File: config.mk
export PLATFORM = sky130hd
export DESIGN_NAME = pwm_decode
export DESIGN_NICKNAME = d
export VERILOG_FILES = /design/src/rtl/pwm_pkg.sv /design/src/rtl/sync_edge.sv /design/src/rtl/pwm_decode.sv
export SDC_FILE = /design/constraint.sdc
export NUM_CORES = 1
export LEC_CHECK = 0
export ABC_AREA = 1
export BUFFER_PORTS_ARGS = -buffer_cell sky130_fd_sc_hd__buf_2
export CAP_MARGIN = 20
export CORE_UTILIZATION = 50
export DETAILED_ROUTE_END_ITERATION = 10
export PLACE_DENSITY = 0.69
export SETUP_SLACK_MARGIN = 0.3
export SLEW_MARGIN = 20
export SYNTH_ARGS = -nofsm -noshare
export SYNTH_HDL_FRONTEND = slang
export SYNTH_SLANG_ARGS = --single-unit
export TNS_END_PERCENT = 50
File: constraint.sdc
create_clock -name clk -period 2.65 [get_ports clk]
set_input_delay 0.1325 -clock clk [delete_from_list [all_inputs] [get_ports clk]]
set_output_delay 0.1325 -clock clk [all_outputs]
set_load 0.005 [all_outputs]
File: src/rtl/pwm_pkg.sv
// Shared types and widths for the PWM measurement block: FSM states,
// counter widths and saturating arithmetic helpers.
package pwm_pkg;

  localparam int DUTY_W = 11;
  localparam int CNT_W  = 12;

  localparam logic [DUTY_W-1:0] DUTY_MAX = 11'd2047;
  localparam logic [CNT_W-1:0]  CNT_MAX  = 12'd4095;

  typedef enum logic [1:0] {
    SEARCH,
    HIGH,
    LOW
  } state_t;

  function automatic logic [CNT_W-1:0] sat_inc(input logic [CNT_W-1:0] v);
    return (v == CNT_MAX) ? v : v + 12'd1;
  endfunction

  // Counters run to 4095 but the duty output is only 11 bits wide.
  function automatic logic [DUTY_W-1:0] clip_duty(input logic [CNT_W-1:0] v);
    return (v > {1'b0, DUTY_MAX}) ? DUTY_MAX : v[DUTY_W-1:0];
  endfunction

endpackage

File: src/rtl/sync_edge.sv
// Two-flop synchronizer for an asynchronous input followed by an edge
// register; rise/fall are single-cycle strobes in the clk domain.
module sync_edge (
  input  logic clk,
  input  logic rst_n,
  input  logic din,
  output logic lvl,
  output logic rise,
  output logic fall
);

  logic meta;
  logic sync;
  logic prev;

  // NOTE: sequential state uses non-blocking assignments so every flop samples
  // the pre-edge value of its neighbour, which is what makes this a shift chain.
  always_ff @(posedge clk or negedge rst_n) begin
    if (!rst_n) begin
      meta <= 1'b0;
      sync <= 1'b0;
      prev <= 1'b0;
    end else begin
      meta <= din;
      sync <= meta;
      prev <= sync;
    end
  end

  assign lvl  = sync;
  assign rise = sync & ~prev;
  assign fall = ~sync & prev;

endmodule

File: src/rtl/pwm_decode.sv
// Measures high time and rising-to-rising period of an asynchronous PWM line,
// and flags loss of signal when no rising edge arrives within TIMEOUT cycles.
module pwm_decode
  import pwm_pkg::*;
#(
  parameter int TIMEOUT = 4095
) (
  input  logic              clk,
  input  logic              rst_n,
  input  logic              pwm_in,
  output logic [DUTY_W-1:0] duty,
  output logic [CNT_W-1:0]  period,
  output logic              meas_vld,
  output logic              sig_lost,
  output logic              stuck_hi
);

  localparam logic [CNT_W-1:0] TIMEOUT_CNT = CNT_W'(TIMEOUT);

  logic lvl;
  logic rise;
  logic fall;

  sync_edge u_sync_edge (
    .clk   (clk),
    .rst_n (rst_n),
    .din   (pwm_in),
    .lvl   (lvl),
    .rise  (rise),
    .fall  (fall)
  );

  state_t           state;
  state_t           state_d;
  logic [CNT_W-1:0] hi_cnt;
  logic [CNT_W-1:0] hi_d;
  logic [CNT_W-1:0] per_cnt;
  logic [CNT_W-1:0] per_d;
  logic             publish;
  logic             lose;
  logic             timeout;

  // >= rather than == so a counter that ran past TIMEOUT still expires.
  assign timeout = (per_cnt >= TIMEOUT_CNT);

  always_ff @(posedge clk or negedge rst_n) begin
    if (!rst_n) begin
      state   <= SEARCH;
      hi_cnt  <= '0;
      per_cnt <= '0;
    end else begin
      state   <= state_d;
      hi_cnt  <= hi_d;
      per_cnt <= per_d;
    end
  end

  // NOTE: every signal written here gets a default first, so no path leaves
  // one unassigned and no latch is inferred.
  always_comb begin
    state_d = state;
    hi_d    = hi_cnt;
    per_d   = per_cnt;
    publish = 1'b0;
    lose    = 1'b0;
    unique case (state)
      SEARCH: begin
        hi_d  = '0;
        per_d = '0;
        if (rise) begin
          state_d = HIGH;
          hi_d    = CNT_W'(1);
          per_d   = CNT_W'(1);
        end
      end
      HIGH: begin
        hi_d  = sat_inc(hi_cnt);
        per_d = sat_inc(per_cnt);
        if (fall) begin
          // The falling-edge cycle itself does not count as high time.
          state_d = LOW;
          hi_d    = hi_cnt;
        end else if (timeout) begin
          state_d = SEARCH;
          hi_d    = '0;
          per_d   = '0;
          lose    = 1'b1;
        end
      end
      LOW: begin
        per_d = sat_inc(per_cnt);
        if (rise) begin
          state_d = HIGH;
          hi_d    = CNT_W'(1);
          per_d   = CNT_W'(1);
          publish = 1'b1;
        end else if (timeout) begin
          state_d = SEARCH;
          hi_d    = '0;
          per_d   = '0;
          lose    = 1'b1;
        end
      end
      default: begin
        state_d = SEARCH;
        hi_d    = '0;
        per_d   = '0;
      end
    endcase
  end

  // Results register on the edge-detect cycle, so meas_vld lines up with the
  // first cycle the new duty/period are visible.
  always_ff @(posedge clk or negedge rst_n) begin
    if (!rst_n) begin
      duty     <= '0;
      period   <= '0;
      meas_vld <= 1'b0;
      sig_lost <= 1'b0;
      stuck_hi <= 1'b0;
    end else begin
      meas_vld <= publish;
      if (publish) begin
        duty     <= clip_duty(hi_cnt);
        period   <= per_cnt;
        sig_lost <= 1'b0;
      end
      if (lose) begin
        sig_lost <= 1'b1;
        stuck_hi <= lvl;
      end else if (state == SEARCH && sig_lost) begin
        stuck_hi <= lvl;
      end
    end
  end

endmodule

Word level (Yosys, flattened, before mapping). Index checks and enable logic that the tools add are counted.

Divide/modulo/power cells: 0. $lt $le $gt $ge: 2. Shift-type cells: 0. Equal/unequal tests: 8. Add/subtract/negate cells: 2. Bitwise logic cells: 4. Multiplexer cells: 28. Reductions and logical operators: 5. Multipliers: 0.

Operator list (count): $mux 12 (9); $pmux 12 s3 (2); $add 12x1->12 const B (2); $eq 12x12->1 const B (2); $ge 12x12->1 const B (1); $gt 12x11->1 const B (1); $mux 11 (1); $mux 1 (10); $mux 2 (4); $ne 3x3->1 const B (2); $pmux 2 s3 (1); $ne 2x2->1 const B (2); $reduce_bool 2->1 (2); $reduce_and 3->1 (1); $and 1x1->1 (2); $eq 2x1->1 const B (1); $eq 2x2->1 const B (1); $logic_not 2->1 (1); $not 1->1 (2); $pmux 1 s2 (1); $logic_and 1x1->1 (1).

ROM bits: 0. Logic and storage cells: 60. Output and inout port bits: 26. Memories kept: 0. RAM bits: 0. Input port bits: 3. Bits in registers: 55. Bits in latches: 0.

Depth between registers and ports, before layout. Gate-level depths: netlist (run 1).

Word-level depth: 6. Gate-level depth with buffers: 11. Gate-level depth less buffers: 10.

Modules after synthesis. From an unflattened synthesis (run 1), not the netlist that was laid out.

Cell total of the unflattened synthesis: 348. Area, all modules: 2760.1 µm².

By module, submodules not included: pwm_decode (cells an instance 341, sequential area each 1301.2 µm², times used 1, area an instance 2670.1 µm²); sync_edge (cells an instance 7, sequential area each 75.1 µm², times used 1, area an instance 90.1 µm²).

Least setup slack after synthesis (run 1). OpenSTA, ideal clock, no wires.

Path kind: reg2reg. Start: register state[1]. End: register per_cnt[10]. Buffers on the path: 1. Arrival: 1.513 ns. Stages on the path, launching flop included: 12. Slack: 1.059 ns. Setup time: 0.077 ns. Cell sequence: dfrtp_1 > inv_1 > ha_1 > inv_2 > nor2_1 > inv_1 > nand2_4 > inv_1 > nand2_1 > nand2_1 > buf_2 > a21oi_1.

Word-level cells in the longest chain between the ends: 2.

Ends and longest elaborated chain: start: declaration (line pwm_decode.sv:33) `state_t state;`; start signal: assignment (line pwm_decode.sv:52) `state <= state_d;`; $eq 2x2->1, or another cell as far along (line pwm_decode.sv:66) `unique case (state)`; $pmux 12 s3 (*) (line pwm_decode.sv:66); via per_d[10] (line pwm_decode.sv:38) `logic [CNT_W-1:0] per_d;`; end signal: assignment (line pwm_decode.sv:54) `per_cnt <= per_d;`; end: declaration (line pwm_decode.sv:37) `logic [CNT_W-1:0] per_cnt;`.

The timed path passes the listed nets; every way through them passes the cells marked *. A chain may end at the register's enable or synchronous reset.

Worst setup path after layout (run 1).
Start: register per_cnt[1]. End: register state[1].

Word-level cells in the longest chain between the ends: 4.

Ends and longest elaborated chain: $ge 12x12->1 (*) (line pwm_decode.sv:44) `assign timeout = (per_cnt >= TIMEOUT_CNT);`; $mux 2 (*); $mux 2, on equally long branches; $pmux 2 s3 (*).

Mark *: on every way between the ends. The rest lies on a longest branch, timed or not.

==> impl_metrics.toml, run 1 <==
[worst_setup_path]
r2r_slack_ps = 560
cp_data_arrival_time_ps = 2280
slowest_delay_ps = 390
path_class = "reg2reg"
crit_fanout = 14
worstPathRequired_ps = 2840
cpMostUsedCell = "nand2_1"
path_cells = "ha_1, nand2_1, nor2_4, nand3_2, nand2_2, nand2_4, inv_1, nand2_1, nand2_1, a21oi_1"
endpoint_kind = "flip-flop"
crit_slowest_cell = "dfrtp_1"
path_delay_family = "simple AND/OR/NAND/NOR gates"
start_kind = "flip-flop"
path_buf_inv = 1

[detailed_routing]
wl_per_cell_um = 13.0
dr.pass1.iters = 5
drtIter0Drc = 228
ant_nets = 0
via_count = 2354
wirelength_um = 5920
drc = 0
via_per_inst = 5.17

[yosys]
syn_nets = 364
synth_seq_area_share_pct = 49.0
ys_warn_count = 0
synthDominantCellAreaShare_pct = 49.0
avgSynthCellArea_um2 = 7.91
yosysUniqueCellTypes = 30
syn_inst = 355
synth_area_um2 = 2810
synth_area_leaders = "dfrtp_1 (49%), nand2_1 (14%), o21ai_0 (6.2%)"
ys_ff_latch = 55
synth_area_leader_cell = "dfrtp_1"

[clocking]
clockBufferDepth = 2
postCtsHoldBufs = 2
postCtsSetupRepairBufs = 0
cts_sinks = 55
clk_pin_slew_worst_paths_ps = 100
cts_resized = 0
clk_latency_ps = 310
cts_tree = "yes"
cts-htree-levels = 2
clockRootBuffer = "clkbuf_8"
cts-buffers-inserted = 5

[layout]
final_cell_count_no_fill = 455
area_delta_synth_final_pct = 10.8
final_cell_mix = "nand2_1 (105), dfrtp_1 (55), inv_1 (36)"
diodes = 0
drive_gt1_share_pct = 13.2
nets = 394
final_area_um2 = 3110
fin_util_pct = 59.0
final_common_cell = "nand2_1"

[timing]
tns_ps = 0
rsz0062_at_grt = "no"
clock_skew_ps = 12.4
layout_min_cycle_time_ps = 2090
setup_viol = 0
slew_viol_final = 0
fin_crit_sh_pct = 78.8
worst_slew_pin_slew_ps = 825
max_freq_mhz = 479
slew_headroom_pct = 44.9
hold_viol_final = 0

[job]
maxCapViolCount = 0

[placed_design]
place_area_um2 = 3010
gp_congestion = 0.956
dpl.hpwl_um = 4190
io_buffers = 28
dpl.cell_count = 446

[floorplan]
die_x_um = 76.9
start_util_pct = 53.3
die_area_um2 = 5920
ioPinCount = 29
die-height_um = 76.9
core_region_area_um2 = 5270
num_rows = 26

[global_route]
grt_overflow = 0
antenna_found_initial = 0
grt_pass1_wl_um = 10100
grt_pass1_vias = 2117
grt_usage_pct = 21.5
grt_max_degree = 41

[power_and_ir_drop]
total_power_uw = 1990
ir_worst_vdd_mv = 0.469
p_leak_uw = 0.00153
p_per_area_nw_per_um2 = 641

[hold_path]
worstHoldPathType = "in2async"

[status]
status = "complete, no violations"
[path summary, 6_finish.rpt]
path	start	to	depth (start not counted)
setup / recovery	per_cnt[1]	state[1]	10
hold / removal	rst_n	state[0]	2
setup reg to reg	per_cnt[1]	state[1]	10
hold reg to reg	u_sync_edge.meta	u_sync_edge.lvl	0
max in group asynchronous	rst_n	duty[1]	3
min in group clk	u_sync_edge.meta	u_sync_edge.lvl	0
[layout make-up]
class                      count  area (um2)
clock inverter                 2        13.8
sequential                    55        1380
clock buffer                   5        68.8
inverter                      38         143
multi-input combinational    252        1240
tap                           70        87.6
timing repair buffer          33         183
fill                         502        2160
[layer usage]
metal | wire length (um) | vias to the layer above | track usage (%)
met3 | 360 | 7 | 5.12
met2 | 2420 | 79 | 30.5
met1 | 3080 | 1074 | 32.7
li1 | - | 1194 | -
met5 | 0 | - | 0
met4 | 50 | 0 | 5.19
[cells in the mapped netlist (all sizes together)]
library cell	number
a21oi	14
ha	6
nand2	109
nand3b	1
nand3	29
nor2	30
a21o	1
dfrtp	55
nand4	6
inv	38
xor2	6
xnor2	1
clkbuf	6
buf	4
o221ai	1
o21bai	1
o211ai	1
nor3	7
or2	1
o21ai	38
[cell families (layout without fill, tap and decap cells)]
family                     count (synthesis)  in the layout  synth area share [%]
buffers and inverters                     48             78                  6.82
AOI/OAI and AO/OA                         56             56                  11.2
DFF                                       55             55                  49.0
and+or+nand+nor                          183            183                  28.1
adders and majority gates                  6              6                  2.67
xor gates and xnor gates                   7              7                  2.18
[worst reg2reg max path: stages (launching register included)]
cell,delay [ps]
dfrtp_1,390
ha_1,230
nand2_1,120
nor2_4,130
nand3_2,290
nand2_2,200
nand2_4,80
inv_1,50
nand2_1,40
nand2_1,310
a21oi_1,120
[metrics by stage]
step / hold WS, ps / setup slack [ps]
finish: 278 / 562
global route: 299 / 350
CTS: 278 / 561
detailed placement: 84.0 / 582
global placement: 65.8 / 686
floorplan: -163 / 1060
[power by group]
group	leakage, uW	internal (uW)	switching, uW	total (uW)
clock	0.0000440	182	277	458
sequential	0.000754	913	63.0	976
combinational	0.000734	170	387	558
total	0.00153	1270	727	1990
[sequential cells by signal, summed over array words and instances (netlist names)]
signal / cells
hi_cnt: 12
state: 2
period: 12
stuck_hi: 1
meas_vld: 1
sig_lost: 1
per_cnt: 12
u_sync_edge.lvl: 1
duty: 11
u_sync_edge.meta: 1
u_sync_edge.prev: 1
(Power assumes the default switching activity.)
==> inputs of run 2 (changes only) <==
- clock period: 2.65 -> 2.03 ns (I/O delays scaled with it)
==> run 2 against run 1 <==
Sequential share of layout area decreased by 3.6 points; wire length increased by 8.0%; combinational power increased by 75%; clock power increased by 64%; clock skew decreased by 3.8 ps; critical path type unchanged; fmax increased by 19%; via count increased by 5.0%; utilization increased by 5.4 points.
==> impl_metrics.toml, run 2 (same netlist as run 1, synthesis figures left out) <==
[timing]
clock_skew_ps = 8.57
worst_slew_pin_slew_ps = 577
slew_viol_final = 0
rsz0062_at_grt = "yes"
hold_viol_final = 0
setup_viol = 0
hold_slack_ps = 324
tns_ps = 0
slew_headroom_pct = 61.5
max_freq_mhz = 570
fin_crit_sh_pct = 86.4
layout_min_cycle_time_ps = 1750

[global_route]
grt_usage_pct = 22.8
grt_max_degree = 34
grt_overflow = 0
antenna_found_initial = 0
grt_pass1_vias = 2229
grt_pass1_wl_um = 10700

[floorplan]
num_rows = 26
die_x_um = 76.9
ioPinCount = 29
core_region_area_um2 = 5270
die-height_um = 76.9
die_area_um2 = 5920
start_util_pct = 53.3

[power_and_ir_drop]
pwr-share-comb_pct = 32.4
power_frac_seq_pct = 42.7
p_per_area_nw_per_um2 = 890
p_int_uw = 1950
p_leak_uw = 0.00165
power_frac_clock_pct = 24.9
power_switching_uw = 1070
total_power_uw = 3020
ir_worst_vdd_mv = 0.484
swShare_pct = 35.5

[clocking]
cts-buffers-inserted = 5
cts_tree = "yes"
clockRootBuffer = "clkbuf_8"
cts_sinks = 55
cts-htree-levels = 2
clockBufferDepth = 2
clk_latency_ps = 320
clk_pin_slew_worst_paths_ps = 110

[worst_setup_path]
endpoint_kind = "flip-flop"
rr_worst_depth = 10
cpMostUsedCell = "nand2_4"
start_kind = "flip-flop"
crit_fanout = 7
path_cells = "ha_4, nand2_4, nor2_4, nand3_4, nand2_4, nand2_4, a21oi_4, clkbuf_16, nand3_1, nand2_1"
crit-reg2reg-launch = "per_cnt[1]"
r2r-end = "hi_cnt[11]"
r2r_slack_ps = 280
worstPathRequired_ps = 2290
cp_data_arrival_time_ps = 2010
slowest_delay_ps = 420
crit_slowest_cell = "dfrtp_1"
path_class = "reg2reg"
crit_end = "hi_cnt[11]"
startpoint = "per_cnt[1]"

[layout]
reg.largest.list = "hi_cnt: 12 flops, per_cnt: 12 flops, period: 12 flops"
drive_gt1_share_pct = 20.6
nets = 410
fin_util_pct = 64.4
final_area_um2 = 3390
final_common_cell = "nand2_1"
final_cell_mix = "nand2_1 (103), dfrtp_1 (53), inv_1 (34)"
diodes = 0
area_delta_synth_final_pct = 20.9

[status]
status = "complete, no violations"

[hold_path]
worstHoldPathType = "in2async"

[job]
maxCapViolCount = 0

[placed_design]
dpl.hpwl_um = 4290
place_area_um2 = 3060
io_buffers = 28
gp_congestion = 0.931

[detailed_routing]
dr.pass1.iters = 4
ant_nets = 0
drc = 0
wirelength_um = 6390
via_per_inst = 5.24
wl_per_cell_um = 13.5
via_count = 2471
drtIter0Drc = 209
[run 2: cell count changes in the layout (fill, tap and decap cells not counted), sizes merged]
| cell | previous run | this run |
|---|---|---|
| buf | 31 | 46 |
| inv | 38 | 39 |
| clkinv | 2 | 0 |
| clkbuf | 5 | 6 |
| bufinv | 0 | 1 |
| clkinvlp | 0 | 1 |
[run 2: layout make-up]
cell class / instances / area (um2)
clock inverter: 3 / 46.3
timing repair buffer: 49 / 337
inverter: 38 / 145
sequential: 55 / 1380
fill: 464 / 1880
clock buffer: 5 / 68.8
tap: 70 / 87.6
multi-input combinational: 252 / 1330
[run 2: power by group through the flow]
stage	combinational, uW	sequential, uW	clock [uW]
2_1_floorplan	527	1280	0
6_report	979	1290	752
4_1_cts	787	1270	767
3_3_place_gp	707	1290	0
5_1_grt	1090	1300	815
3_5_place_dp	723	1290	0
[run 2: how the worst min path moves through the flow]
stage | startpoint | end | slack [ps] | cells after the start
finish | rst_n | duty[0] | 320 | 2
global route | rst_n | duty[5] | 370 | 2
CTS | rst_n | hi_cnt[1] | 330 | 2
detailed placement | rst_n | duty[5] | 130 | 1
global placement | rst_n | duty[5] | 130 | 1
floorplan | rst_n | duty[0] | -190 | 0
[run 2: routing by layer]
| metal | up-vias | part of all wire [%] | global-route usage, % |
|---|---|---|---|
| met5 | - | 0 | 0 |
| li1 | 1238 | - | - |
| met4 | 0 | 1.0 | 6.54 |
| met1 | 1129 | 49 | 35.2 |
| met3 | 6 | 6.5 | 3.93 |
| met2 | 98 | 44 | 32.3 |
[run 2: critical path, delay by kind of cell, from the launching register on]
kind	cells	cell delay, ps
compound gates	1	200
fa+ha+maj	1	190
buf+inv	1	190
flops	1	420
simple gates	7	690
[run 2: repair_timing]
item | 4_1_cts | 5_1_grt
endpoints found under the hold margin | 27 | 0
gates cloned | 0 | 1
resized for setup | 5 | 24
endpoints found under the setup margin | 24 | 49
setup buffers | 1 | 7
hold buffers | 2 | 0
pin swaps | 1 | 6
[run 2: through the flow]
stage,setup WS [ps],std cells
after floorplan,439,355
after global placement,214,453
after detailed placement,102,453
after CTS,294,464
after global routing,182,472
final,276,472
